## src/rtl/fft_pkg.sv

```systemverilog
// ---------------------------------------------------------------------------
// fft_pkg
// Shared definitions for the FFT address-generation blocks.
//   LOG2N_MAX_DEFAULT : default maximum log2 transform length
//   K_W               : width of the run-time length exponent (cfg_log2n)
//   MODE_NAT/MODE_REV : address ordering select values
//   fft_state_t       : sequencer FSM state encoding
//   clamp_log2n()     : folds an out-of-range exponent into 1..max_log2n
// ---------------------------------------------------------------------------
package fft_pkg;

  localparam int LOG2N_MAX_DEFAULT = 10;
  localparam int K_W               = 4;

  localparam logic MODE_NAT = 1'b0;
  localparam logic MODE_REV = 1'b1;

  typedef enum logic [1:0] {
    ST_IDLE = 2'd0,
    ST_RUN  = 2'd1,
    ST_DONE = 2'd2
  } fft_state_t;

  // A zero exponent would mean a one-point frame, which the RAM ping-pong
  // scheme cannot use, so it is treated as the smallest real frame (N=2).
  function automatic logic [K_W-1:0] clamp_log2n(input logic [K_W-1:0] cfg,
                                                 input int max_log2n);
    logic [K_W-1:0] k;
    if (cfg == '0) begin
      k = K_W'(1);
    end else if (int'(cfg) > max_log2n) begin
      k = K_W'(max_log2n);
    end else begin
      k = cfg;
    end
    return k;
  endfunction

endpackage

```

## src/rtl/bit_reverse_var.sv

```systemverilog
// ---------------------------------------------------------------------------
// bit_reverse_var
// Combinational variable-width bit reversal.
//   value    in   W      input word
//   k        in   K_W    number of low bits taking part in the reversal
//   reversed out  W      value[k-1:0] reversed over exactly k bits,
//                        all bits at and above position k are zero
// ---------------------------------------------------------------------------
module bit_reverse_var
  import fft_pkg::*;
#(
  parameter int W = LOG2N_MAX_DEFAULT
) (
  input  logic [W-1:0]   value,
  input  logic [K_W-1:0] k,
  output logic [W-1:0]   reversed
);

  logic [W-1:0] full_rev;

  // Reversing the whole word and then shifting right by (W-k) both discards
  // the bits above k and lands the reversed field at bit 0.
  always_comb begin
    full_rev = '0;
    for (int i = 0; i < W; i++) begin
      full_rev[i] = value[W-1-i];
    end
    if (int'(k) >= W) begin
      reversed = full_rev;
    end else begin
      reversed = full_rev >> (W - int'(k));
    end
  end

endmodule

```

## src/rtl/bitrev_addr_gen.sv

```systemverilog
// ---------------------------------------------------------------------------
// bitrev_addr_gen
// Run-time sized address sequencer for the FFT ping-pong sample memory.
// Each frame emits N = 2**k addresses (k = clamped cfg_log2n) in natural or
// bit-reversed order over a valid/ready stream, then pulses done and flips
// the ping-pong bank select.
//   clk        in   1          rising-edge clock
//   rst        in   1          synchronous active-high reset
//   start      in   1          frame request, honoured only when idle
//   cfg_log2n  in   4          frame length exponent, sampled on start
//   cfg_mode   in   1          0 natural, 1 bit-reversed, sampled on start
//   busy       out  1          frame in progress
//   addr       out  LOG2N_MAX  current address (zero above bit k-1)
//   addr_idx   out  CNT_W      natural index of current address
//   addr_valid out  1          addr/addr_idx/addr_last valid
//   addr_ready in   1          consumer takes the beat on valid&&ready
//   addr_last  out  1          final beat of the frame
//   done       out  1          one-cycle pulse after the final beat
//   bank_sel   out  1          ping-pong bank, toggles with done
// ---------------------------------------------------------------------------
module bitrev_addr_gen
  import fft_pkg::*;
#(
  parameter int LOG2N_MAX = LOG2N_MAX_DEFAULT,
  parameter int CNT_W     = LOG2N_MAX + 1
) (
  input  logic                 clk,
  input  logic                 rst,
  input  logic                 start,
  input  logic [K_W-1:0]       cfg_log2n,
  input  logic                 cfg_mode,
  output logic                 busy,
  output logic [LOG2N_MAX-1:0] addr,
  output logic [CNT_W-1:0]     addr_idx,
  output logic                 addr_valid,
  input  logic                 addr_ready,
  output logic                 addr_last,
  output logic                 done,
  output logic                 bank_sel
);

  fft_state_t           state_q, state_next;
  logic [K_W-1:0]       k_q, k_next;
  logic                 mode_q, mode_next;
  logic [CNT_W-1:0]     cnt_q, cnt_next;
  logic [CNT_W-1:0]     last_idx;
  logic                 last_q, last_next;
  logic                 bank_q, bank_next;
  logic [LOG2N_MAX-1:0] addr_q, addr_next;
  logic [LOG2N_MAX-1:0] rev_addr;

  assign last_idx = (CNT_W'(1) << k_q) - CNT_W'(1);

  always_comb begin
    state_next = state_q;
    k_next     = k_q;
    mode_next  = mode_q;
    cnt_next   = cnt_q;
    last_next  = last_q;
    bank_next  = bank_q;
    case (state_q)
      ST_IDLE: begin
        if (start) begin
          k_next     = clamp_log2n(cfg_log2n, LOG2N_MAX);
          mode_next  = cfg_mode;
          cnt_next   = '0;
          // k is at least 1, so index 0 is never the final beat.
          last_next  = 1'b0;
          state_next = ST_RUN;
        end
      end
      ST_RUN: begin
        if (addr_ready) begin
          if (cnt_q == last_idx) begin
            // Counter stays at N-1 rather than wrapping; the bank flips on
            // entry to DONE so the new value is visible alongside done.
            bank_next  = ~bank_q;
            state_next = ST_DONE;
          end else begin
            cnt_next  = cnt_q + CNT_W'(1);
            last_next = ((cnt_q + CNT_W'(1)) == last_idx);
          end
        end
      end
      ST_DONE: begin
        state_next = ST_IDLE;
      end
      default: begin
        state_next = ST_IDLE;
      end
    endcase
  end

  // The address is looked up from the next counter value so that it can be
  // registered together with the counter and never depends on addr_ready
  // within the same cycle.
  bit_reverse_var #(
    .W (LOG2N_MAX)
  ) u_rev (
    .value    (cnt_next[LOG2N_MAX-1:0]),
    .k        (k_next),
    .reversed (rev_addr)
  );

  assign addr_next = (mode_next == MODE_REV) ? rev_addr : cnt_next[LOG2N_MAX-1:0];

  always_ff @(posedge clk) begin
    if (rst) begin
      state_q <= ST_IDLE;
      k_q     <= '0;
      mode_q  <= MODE_NAT;
      cnt_q   <= '0;
      last_q  <= 1'b0;
      bank_q  <= 1'b0;
      addr_q  <= '0;
    end else begin
      state_q <= state_next;
      k_q     <= k_next;
      mode_q  <= mode_next;
      cnt_q   <= cnt_next;
      last_q  <= last_next;
      bank_q  <= bank_next;
      addr_q  <= addr_next;
    end
  end

  assign addr_valid = (state_q == ST_RUN);
  assign busy       = (state_q == ST_RUN);
  assign done       = (state_q == ST_DONE);
  assign addr       = addr_q;
  assign addr_idx   = cnt_q;
  assign addr_last  = last_q;
  assign bank_sel   = bank_q;

endmodule

```

## config.mk

```make
export PLATFORM = sky130hd
export DESIGN_NAME = bitrev_addr_gen
export DESIGN_NICKNAME = d
export VERILOG_FILES = /design/src/rtl/fft_pkg.sv /design/src/rtl/bit_reverse_var.sv /design/src/rtl/bitrev_addr_gen.sv
export SDC_FILE = /design/constraint.sdc
export NUM_CORES = 1
export LEC_CHECK = 0
export ABC_AREA = 1
export CAP_MARGIN = 10
export CORE_MARGIN = 1.5
export CORE_UTILIZATION = 52
export CTS_CLUSTER_SIZE = 8
export DETAILED_ROUTE_END_ITERATION = 16
export PLACE_DENSITY = 0.82
export SYNTH_ARGS = -nofsm -noshare
export SYNTH_HDL_FRONTEND = slang
export SYNTH_SLANG_ARGS = --single-unit
```

## constraint.sdc

```tcl
create_clock -name clk -period 6.8 [get_ports clk]
set_input_delay 1.02 -clock clk [delete_from_list [all_inputs] [get_ports clk]]
set_output_delay 1.02 -clock clk [all_outputs]
set_load 0.03 [all_outputs]
```

Yosys cells after proc, flatten, opt, wreduce, memory -nomap -nowiden
Cells that the tools add are included.
{"block": "op_classes", "addsub": 3, "order_cmp": 2, "n_eq_ne": 8, "shifts": 2, "n_mux": 20, "n_bitwise": 1, "n_reduce_logical": 6}
{"op": "$mux W11", "count": 3}
{"op": "$shr A10 B32 Y10", "count": 1}
{"op": "$eq A11 B11 Y1", "count": 2}
{"op": "$pmux W11 S2", "count": 1}
{"op": "$mux W10", "count": 2}
{"op": "$mux W4", "count": 4}
{"op": "$add A11 B1 Y11 const B", "count": 1}
{"op": "$shl A1 B4 Y11 const A", "count": 1}
{"op": "$sub A11 B2 Y11 const B", "count": 1}
{"op": "$mux W2", "count": 3}
{"op": "$reduce_and A3 Y1", "count": 2}
{"op": "$mux W1", "count": 5}
{"op": "$sub A4 B4 Y5 const A", "count": 1}
{"op": "$ge A4 B4 Y1 const B", "count": 1}
{"op": "$gt A4 B4 Y1 const B", "count": 1}
{"op": "$logic_not A4 Y1", "count": 1}
{"op": "$ne A2 B1 Y1 const B", "count": 2}
{"op": "$ne A2 B2 Y1 const B", "count": 2}
{"op": "$pmux W2 S2", "count": 1}
{"op": "$reduce_and A4 Y1", "count": 1}
{"op": "$eq A2 B1 Y1 const B", "count": 1}
{"op": "$eq A2 B2 Y1 const B", "count": 1}
{"op": "$logic_not A2 Y1", "count": 1}
{"op": "$pmux W1 S2", "count": 1}
{"op": "other kinds (2)", "count": 2}
{"block": "totals", "register_bits": 30, "in_bits": 9, "out_inout_bits": 26, "elab_cells": 50}

Depth between registers and ports, before layout
Gate-level depths: netlist of run 1.
{"block": "depth", "depth_word": 9, "depth_mapped": 26}

Cells and area by module
A second synthesis of run 1 with hierarchy kept.
{"block": "unflattened", "cells_unflattened": 462, "hier_area_um2": 2806.4}
{"module": "bitrev_addr_gen", "n_inst": 1, "cells_per_inst": 343, "area_per_inst_um2": 2194.6}
{"module": "bit_reverse_var", "n_inst": 1, "cells_per_inst": 119, "area_per_inst_um2": 611.8}

Least setup slack after synthesis of run 1
Ideal clock, no wire load.
{"block": "synth_path", "path_type": "in2reg", "start": "input cfg_log2n[3]", "end": "register addr_q[6] (netlist: addr[6])", "arrival_ps": 2890, "required_ps": 6673, "path_slack_ps": 3783, "path_stages": 11, "cell_sequence": "nor3_1 a21oi_1 a22oi_1 buf_2 ha_1 xor2_1 inv_1 nand2_1 nor2_1 o211ai_1 a31oi_1"}
{"block": "synth_between", "elab_chain_cells": 9, "elab_cells_between_ends": 11, "classes_between": "add/sub (1); order compare (2); shift (1); mux (6); reduce/logical (1)"}
{"element": "start: declaration", "line_no": "bitrev_addr_gen.sv:30", "text": "input logic [K_W-1:0] cfg_log2n,"}
{"element": "$gt A4 B4 Y1", "line_no": "fft_pkg.sv:31", "text": "end else if (int'(cfg) > max_log2n) begin"}
{"element": "$mux W4", "line_no": "fft_pkg.sv:31"}
{"element": "$mux W4 (*)", "line_no": "fft_pkg.sv:29", "text": "if (cfg == '0) begin"}
{"element": "$mux W4 (*)", "line_no": "bitrev_addr_gen.sv:63", "text": "if (start) begin"}
{"element": "$mux W4 (*)", "line_no": "bitrev_addr_gen.sv:61", "text": "case (state_q)"}
{"element": "via k_next[0]", "line_no": "bitrev_addr_gen.sv:43", "text": "logic [K_W-1:0] k_q, k_next;"}
{"element": "$sub A4 B4 Y5", "line_no": "bit_reverse_var.sv:31", "text": "reversed = full_rev >> (W - int'(k));"}
{"element": "$shr A10 B32 Y10", "line_no": "bit_reverse_var.sv:31"}
{"element": "$mux W10 (*)", "line_no": "bit_reverse_var.sv:28", "text": "if (int'(k) >= W) begin"}
{"element": "$mux W10 (*)", "line_no": "bitrev_addr_gen.sv:105", "text": "assign addr_next = (mode_next == MODE_REV) ? rev_addr : cnt_next[LOG2N_MAX-1:0];"}
{"element": "end signal: assignment", "line_no": "bitrev_addr_gen.sv:123", "text": "addr_q <= addr_next;"}
{"element": "end: declaration", "line_no": "bitrev_addr_gen.sv:49", "text": "logic [LOG2N_MAX-1:0] addr_q, addr_next;"}
Mark *: on every way through the listed nets, which the timed path passes. The rest lies on a longest branch.
A chain may end at the register's enable or synchronous reset.

Worst setup path after layout of run 1
{"block": "layout_path", "start": "input cfg_log2n[3]", "end": "register addr_q[6] (netlist: addr[6])"}
{"block": "layout_between", "elab_chain_cells": 9, "elab_cells_between_ends": 11, "classes_between": "add/sub (1); order compare (2); shift (1); mux (6); reduce/logical (1)"}
{"element": "$gt A4 B4 Y1", "line_no": "fft_pkg.sv:31"}
{"element": "$mux W4", "line_no": "fft_pkg.sv:31"}
{"element": "$mux W4 (*)", "line_no": "fft_pkg.sv:29"}
{"element": "$mux W4 (*)", "line_no": "bitrev_addr_gen.sv:63"}
{"element": "$mux W4 (*)", "line_no": "bitrev_addr_gen.sv:61"}
{"element": "$sub A4 B4 Y5", "line_no": "bit_reverse_var.sv:31"}
{"element": "$shr A10 B32 Y10", "line_no": "bit_reverse_var.sv:31"}
{"element": "$mux W10 (*)", "line_no": "bit_reverse_var.sv:28"}
{"element": "$mux W10 (*)", "line_no": "bitrev_addr_gen.sv:105"}
Mark *: on every way between the ends. The rest lies on a longest branch, timed or not.

==> metrics.md, run 1 <==
| Metric | Value |
|---|---|
| Area growth from synthesis to layout | `17.2%` |
| Routed wire length | `around 8 mm` |
| Hpwl dp | `6.35 mm` |
| Mux cell area share after synthesis | `0%` |
| Sink Count | `30` |
| ANT cells | `0` |
| Max cap viols | `0` |
| RSZ-0062 raised after global routing | `no` |
| Critical path startpoint category | `primary input` |
| Crit path cell chain | `clkdlybuf4s50_1, nor3_1, a21oi_1, a22oi_1, ha_1, xor2_1, inv_1, nand2_1, nor2_1, o211ai_1, a31oi_1` |
| Worst Max-Slew Pin Slew | `about 1100 ps` |
| Final Cell Area | `0.00306 mm²` |
| Main combinational cell family by area after synthesis | `simple AND/OR/NAND/NOR gates` |
| Max-slew violations | `0` |
| Cell variety after synth | `37` |
| Starting Density | `54.5%` |
| RePlAce Congestion | `0.917` |
| Post-synthesis xor/xnor area fraction | `5.03%` |
| Deepest clock path buffer count | `2` |
| Area of the core | `about 0.0048 mm²` |
| Syn nets | `455` |
| Initial antenna violation count | `0` |
| YS warnings | `0` |
| Placement Cell Area | `around 0.003 mm²` |
| Post-CTS setup buffer count | `0` |
| #FFs+latches synth | `30` |
| Reg2reg end | `addr[0]` |
| CTS Root Buffer Type | `clkbuf_8` |
| GRT Residual Overflow | `0` |
| Adder-Cell Fraction of Synth Area | `1.92%` |
| FF+latch area | `601 µm²` |
| Buffers and inverters on the worst path | `2` |
| Drt wl/cell | `15.0 µm` |
| Die area | `0.00545 mm²` |
| Layout Nets | `between 400 and 500` |
| CTS tree | `built` |
| Fmax | `254 MHz` |
| Util after Layout | `63.9%` |
| First-pass GRT wire length | `roughly 12 mm` |
| Area of the multi-input gates | `0.00177 mm²` |
| DR DRC count | `0` |
| Antenna Nets Post-Route | `0` |
| Vias in the first global route | `2745` |
| R2R setup slack | `3350 ps` |
| Syn Inst Count | `roughly 440` |
| Fill count | `489` |
| WP data arrival | `4100 ps` |
| Clock transition at the registers of the reported paths | `70 ps` |
| CP max stage delay | `800 ps` |
| Critical-path top delay cell | `a22oi_1` |
| Setup Skew | `3.28 ps` |
| PwrDens | `203 mW/mm²` |
| Hold Crit Start | `addr_last` |
| Total vias in the final route | `3067` |
| Sequential element share of the synthesized area | `23.0%` |
| Worst-Skew Late Latency | `290 ps` |
| Hold_buf cts | `0` |
| Worst Path Max Fanout | `13` |
| Avg Inst Size Synth | `5.90 µm²` |
| H-tree levels | `2` |
| DRT iter0 DRCs | `248` |
| Pleak | `0.00140 µW` |
| Hold-critical path depth | `2` |
| GRT Util Overall | `30.2%` |
| CP delay by family, top | `compound AO/OA/AOI/OAI gates` |
| Die width | `73.8 µm` |
| Synth Area in Compound Gates | `12.1%` |
| Num CTS Buffers | `5` |
| Simple-gate area share of the yosys netlist | `48.6%` |
| Fin crit share | `57.8%` |
| # rows | `25` |
| 1st-pass router iterations | `5` |
| Die Y | `73.8 µm` |
| Max-slew headroom | `29.7%` |
| CP Data Required Time | `6970 ps` |
| Drt via density | `roughly 5.7` |
| Status | `completed` |
| Area of the mapped netlist | `0.00261 mm²` |
| Max rail drop VDD | `0.000137 V` |
| Worst r2r src | `k_q[3]` |
| R2R cell count | `22` |
| CTS resizes | `0` |
| Setup TNS | `0 ps` |
| Endpoints failing setup | `0` |
| Final hold violations | `0` |
| Ports | `35` |
| Largest net degree at the start of global routing | `22` |
| Crit path capture type | `register` |
| Min cycle time layout | `3930 ps` |
| Hold path endpoint | `addr_last` |
| Share of layout cells above drive strength 1 | `7.84%` |
| Commonest non-fill, non-tap cell in the layout | `nand2_1` |
| Port bufs | `34` |
| Most frequent cells in the layout | `nand2_1, nand3_1, nor2_1` |
| Hold Path Class | `reg -> reg` |
| CP Class | `in -> reg` |
-- how the worst max path moves through the flow --
stage	start	endpoint	slack, ps	depth (start not counted)
floorplan	cfg_log2n[3]	addr[6]	3780	11
finish	cfg_log2n[3]	addr[6]	2870	11
CTS	cfg_log2n[3]	addr[6]	2940	11
global route	cfg_log2n[3]	addr[6]	2650	11
detailed placement	cfg_log2n[3]	addr[6]	2640	11
global placement	cfg_log2n[3]	addr[6]	2720	11
-- state kept, by name (all words and copies together), names as in the netlist --
register and flops:
addr 10, mode_q 1, addr_last 1, k_q 4
state_q 2, addr_idx 11, bank_sel 1
-- report_power, final --
part	internal, µW	switching, µW
Clock	81.2	69.1
Combinational	90.2	180
Sequential	188	11.9
Total	359	261
-- cell usage after synthesis --
cell type	instances	area, µm²
a2111oi_0	1	8.76
a21boi_1	1	7.51
a21oi_1	24	120
a21oi_2	2	17.5
a21oi_4	1	16.3
a22oi_1	1	7.51
a2bb2oi_1	4	35.0
a31oi_1	2	12.5
buf_1	2	7.51
buf_2	5	25.0
buf_4	2	15.0
buf_6	2	22.5
clkbuf_1	2	7.51
clkinv_1	1	3.75
dfxtp_1	30	601
ha_1	4	50.1
inv_1	39	146
inv_2	4	15.0
nand2_1	132	495
nand2_2	9	56.3
nand3_1	65	325
nand3_2	4	40.0
nand3b_1	3	22.5
nand4_1	12	75.1
nor2_1	46	173
nor2_2	4	25.0
nor2_4	1	11.3
nor3_1	4	20.0
nor4_1	3	18.8
o211ai_1	1	7.51
o21ai_0	9	45.0
o21ai_1	3	15.0
o21ai_2	2	17.5
o22ai_1	1	6.26
or2_2	1	6.26
xnor2_1	4	35.0
xor2_1	11	96.3
-- metrics by stage --
stage / instances / worst slack [ps] / power (µW) / hold slack, ps
final: 539 / 2870 / 620 / 510
after floorplan: 442 / 3780 / 396 / 613
after CTS: 539 / 2940 / 615 / 496
after detailed placement: 531 / 2640 / 467 / 485
after global routing: 539 / 2650 / 654 / 537
after global placement: 531 / 2720 / 467 / 480
-- worst reg2reg max path: cells and delay by family, from the launching register on --
family	cells	cell delay, ps
AOI/OAI and AO/OA	3	450
buffers and inverters	1	40
DFF	1	430
adders and majority gates	1	390
and+or+nand+nor	17	2110
-- cell type report --
cell class              instances  share of cell area [%]
multi-input cells             355                    57.8
flip-flops and latches         30                    19.6
repair buffers                 35                    11.4
inverters                      44                    5.40
well taps                      67                    2.74
clock buffers                   6                    2.70
clock inverters                 2                   0.409
-- logic make-up (layout without fill, tap and decap cells) --
kind of cell / Yosys count / in the layout
DFF: 30 / 30
adders and majority gates: 4 / 4
and+or+nand+nor: 284 / 284
xor gates and xnor gates: 15 / 15
buffers and inverters: 57 / 87
AOI/OAI and AO/OA: 52 / 52
-- metal layers --
layer | part of all wire [%] | track usage [%] | vias up
li1 | - | - | 1512
met1 | 42 | 35.2 | 1391
met2 | 48 | 52.6 | 139
met3 | 5.9 | 4.25 | 25
met4 | 3.6 | 16.9 | 0
met5 | 0 | 0 | -
Power figures use the tool's default switching activity.
==> run 2: changes to the inputs <==
==> constraint.sdc (replaced) <==
create_clock -name clk -period 4.1 [get_ports clk]
set_input_delay 0.615 -clock clk [delete_from_list [all_inputs] [get_ports clk]]
set_output_delay 0.615 -clock clk [all_outputs]
set_load 0.03 [all_outputs]
==> run 2 against run 1 <==
Sequential share of layout area is 0.096 points lower. Via count barely moved. Die area is the same. Flip-flop and latch count did not move. Clock power rose by 71%. Combinational power up 66%. Critical path type unchanged. Critical endpoint unchanged. Largest cell class unchanged.
==> metrics.md, run 2 (synthesis gave the netlist of run 1 again) <==
| Metric | Value |
|---|---|
| Area of the core | `0.00479 mm² (unchanged)` |
| CTS resizes | `0 (unchanged)` |
| Total vias in the final route | `3069 (was 3067)` |
| Deepest clock path buffer count | `2 (unchanged)` |
| CP Class | `in -> reg (unchanged)` |
| Post-CTS setup buffer count | `0 (unchanged)` |
| Initial antenna violation count | `0 (unchanged)` |
| Total power | `1040 µW (was 620 µW)` |
| Area growth from synthesis to layout | `17.8% (was 17.2%)` |
| Most frequent cells in the layout | `nand2_1, nand3_1, nor2_1 (unchanged)` |
| Final Cell Area | `0.00307 mm² (was 0.00306 mm²)` |
| Placed insts | `533 (was 531)` |
| Crit path from | `start (was cfg_log2n[3])` |
| Die Y | `73.8 µm (unchanged)` |
| R2R cell count | `21 (was 22)` |
| Antenna Nets Post-Route | `0 (unchanged)` |
| Worst Path Max Fanout | `19 (was 13)` |
| Endpoints failing setup | `0 (unchanged)` |
| Worst r2r src | `k_q[1] (was k_q[3])` |
| Routed wire length | `8.07 mm (was 8.09 mm)` |
| CTS Root Buffer Type | `clkbuf_8 (unchanged)` |
| Comb pwr share | `43.4% (was 43.6%)` |
| 1st-pass router iterations | `5 (unchanged)` |
| Hpwl dp | `6.31 mm (was 6.35 mm)` |
| Hold-critical path depth | `2 (unchanged)` |
| # rows | `25 (unchanged)` |
| Num CTS Buffers | `5 (unchanged)` |
| CP Data Required Time | `4310 ps (was 6970 ps)` |
| Drt via density | `5.67 (was 5.69)` |
| Hold Crit Start | `addr_last (unchanged)` |
| Reg2reg end | `addr[0] (unchanged)` |
| Clock transition at the registers of the reported paths | `70 ps (about the same)` |
| DRT iter0 DRCs | `369 (was 248)` |
| Worst Max-Slew Pin Slew | `834 ps (was 1050 ps)` |
| Max rail drop VDD | `0.000208 V (was 0.000137 V)` |
| Clk pwr share | `24.7% (was 24.2%)` |
| Worst-Skew Late Latency | `290 ps (about the same)` |
| Max-slew violations | `0 (unchanged)` |
| Die area | `0.00545 mm² (unchanged)` |
| Sink Count | `30 (unchanged)` |
| Critical path startpoint category | `primary input (unchanged)` |
| DR DRC count | `0 (unchanged)` |
| Non-filler instance count after layout | `541 (was 539)` |
| Share of layout cells above drive strength 1 | `8.23% (was 7.84%)` |
| Sw power | `437 µW (was 261 µW)` |
| R2R setup slack | `810 ps (was 3350 ps)` |
| Final hold violations | `0 (unchanged)` |
| WP data arrival | `3520 ps (was 4100 ps)` |
| Placement Cell Area | `0.00298 mm² (was 0.00296 mm²)` |
| Seq pwr share | `31.9% (was 32.2%)` |
| Die width | `73.8 µm (unchanged)` |
| Min cycle time layout | `~3300 ps` |
| Setup TNS | `0 ps (unchanged)` |
| RSZ-0062 raised after global routing | `no (unchanged)` |
| Drt wl/cell | `14.9 µm (was 15.0 µm)` |
| ANT cells | `0 (unchanged)` |
| RePlAce Congestion | `1.02 (was 0.917)` |
| Layout Nets | `486 (was 484)` |
| Status | `completed (unchanged)` |
| Pleak | `0.00141 µW (was 0.00140 µW)` |
| Internal Pwr Total | `599 µW (was 359 µW)` |
| Hold path endpoint | `addr_last (unchanged)` |
| Fin crit share | `80.7%` |
| Fmax | `302 MHz` |
| H-tree levels | `2 (unchanged)` |
| Max-slew headroom | `44.2% (was 29.7%)` |
| First-pass GRT wire length | `12.8 mm (was 12.4 mm)` |
| Largest net degree at the start of global routing | `22 (unchanged)` |
| Max cap viols | `0 (unchanged)` |
| Max FFs per register | `11 (unchanged)` |
| CTS tree | `built (unchanged)` |
| Hold Path Class | `reg -> reg (unchanged)` |
| GRT Util Overall | `30.8% (was 30.2%)` |
| Commonest non-fill, non-tap cell in the layout | `nand2_1 (unchanged)` |
| PwrDens | `337 mW/mm² (was 203 mW/mm²)` |
| Port bufs | `34 (unchanged)` |
| Fill count | `483 (was 489)` |
| Sw Ratio | `42.2% (was 42.1%)` |
| Hold_buf cts | `0 (unchanged)` |
| Starting Density | `54.5% (unchanged)` |
| Ports | `35 (unchanged)` |
| Setup Skew | `9.11 ps (was 3.28 ps)` |
| Vias in the first global route | `2775 (was 2745)` |
| Crit path capture type | `register (unchanged)` |
| GRT Residual Overflow | `0 (unchanged)` |
[run 2: how the worst max path moves through the flow]
stage,cells past startpoint,slack (ps),to
floorplan,11,1490,addr[6]
global placement,13,570,addr[6]
detailed placement,13,570,addr[6]
CTS,13,860,addr[9]
global route,21,500,addr[0]
finish,13,790,addr[6]
[run 2: per-stage QoR]
step           setup slack, ps  hold WS (ps)  util [%]
3_5_place_dp               568           491      62.2
5_1_grt                    504           524      64.2
3_3_place_gp               566           483      62.2
4_1_cts                    857           501      64.2
6_report                   793           498      64.2
2_1_floorplan             1490           613         -
[run 2: critical path, cell delays in order]
cell and delay, ps:
clkdlybuf4s50_1 490, nand2_2 150, a21oi_1 190, a22oi_1 100
buf_4 210, ha_1 230, o21ai_2 580, inv_1 90
nor2_1 160, nand2_1 110, nor2_1 250, o211ai_1 180
a31oi_1 180
[run 2: per-layer routing]
metal	wire, µm	track usage, %
met4	178	13.8
met2	3800	51.5
met1	3600	39.9
met5	0	0
met3	491	3.16
[run 2: area by class of cell]
cell class | instances | area [µm²] | share of cell area, %
clock buffer | 6 | 82.6 | 2.69
clock inverter | 2 | 12.5 | 0.407
inverter | 44 | 165 | 5.37
multi-input combinational | 355 | 1770 | 57.5
sequential | 30 | 601 | 19.5
tap | 67 | 83.8 | 2.73
timing repair buffer | 37 | 363 | 11.8
[run 2: power groups by stage]
stage               logic (µW)  clock network [µW]  registers, µW
floorplan                  298                   0            358
global placement           440                   0            336
detailed placement         439                   0            337
CTS                        441                 253            330
global route               493                 266            332
finish                     449                 256            330
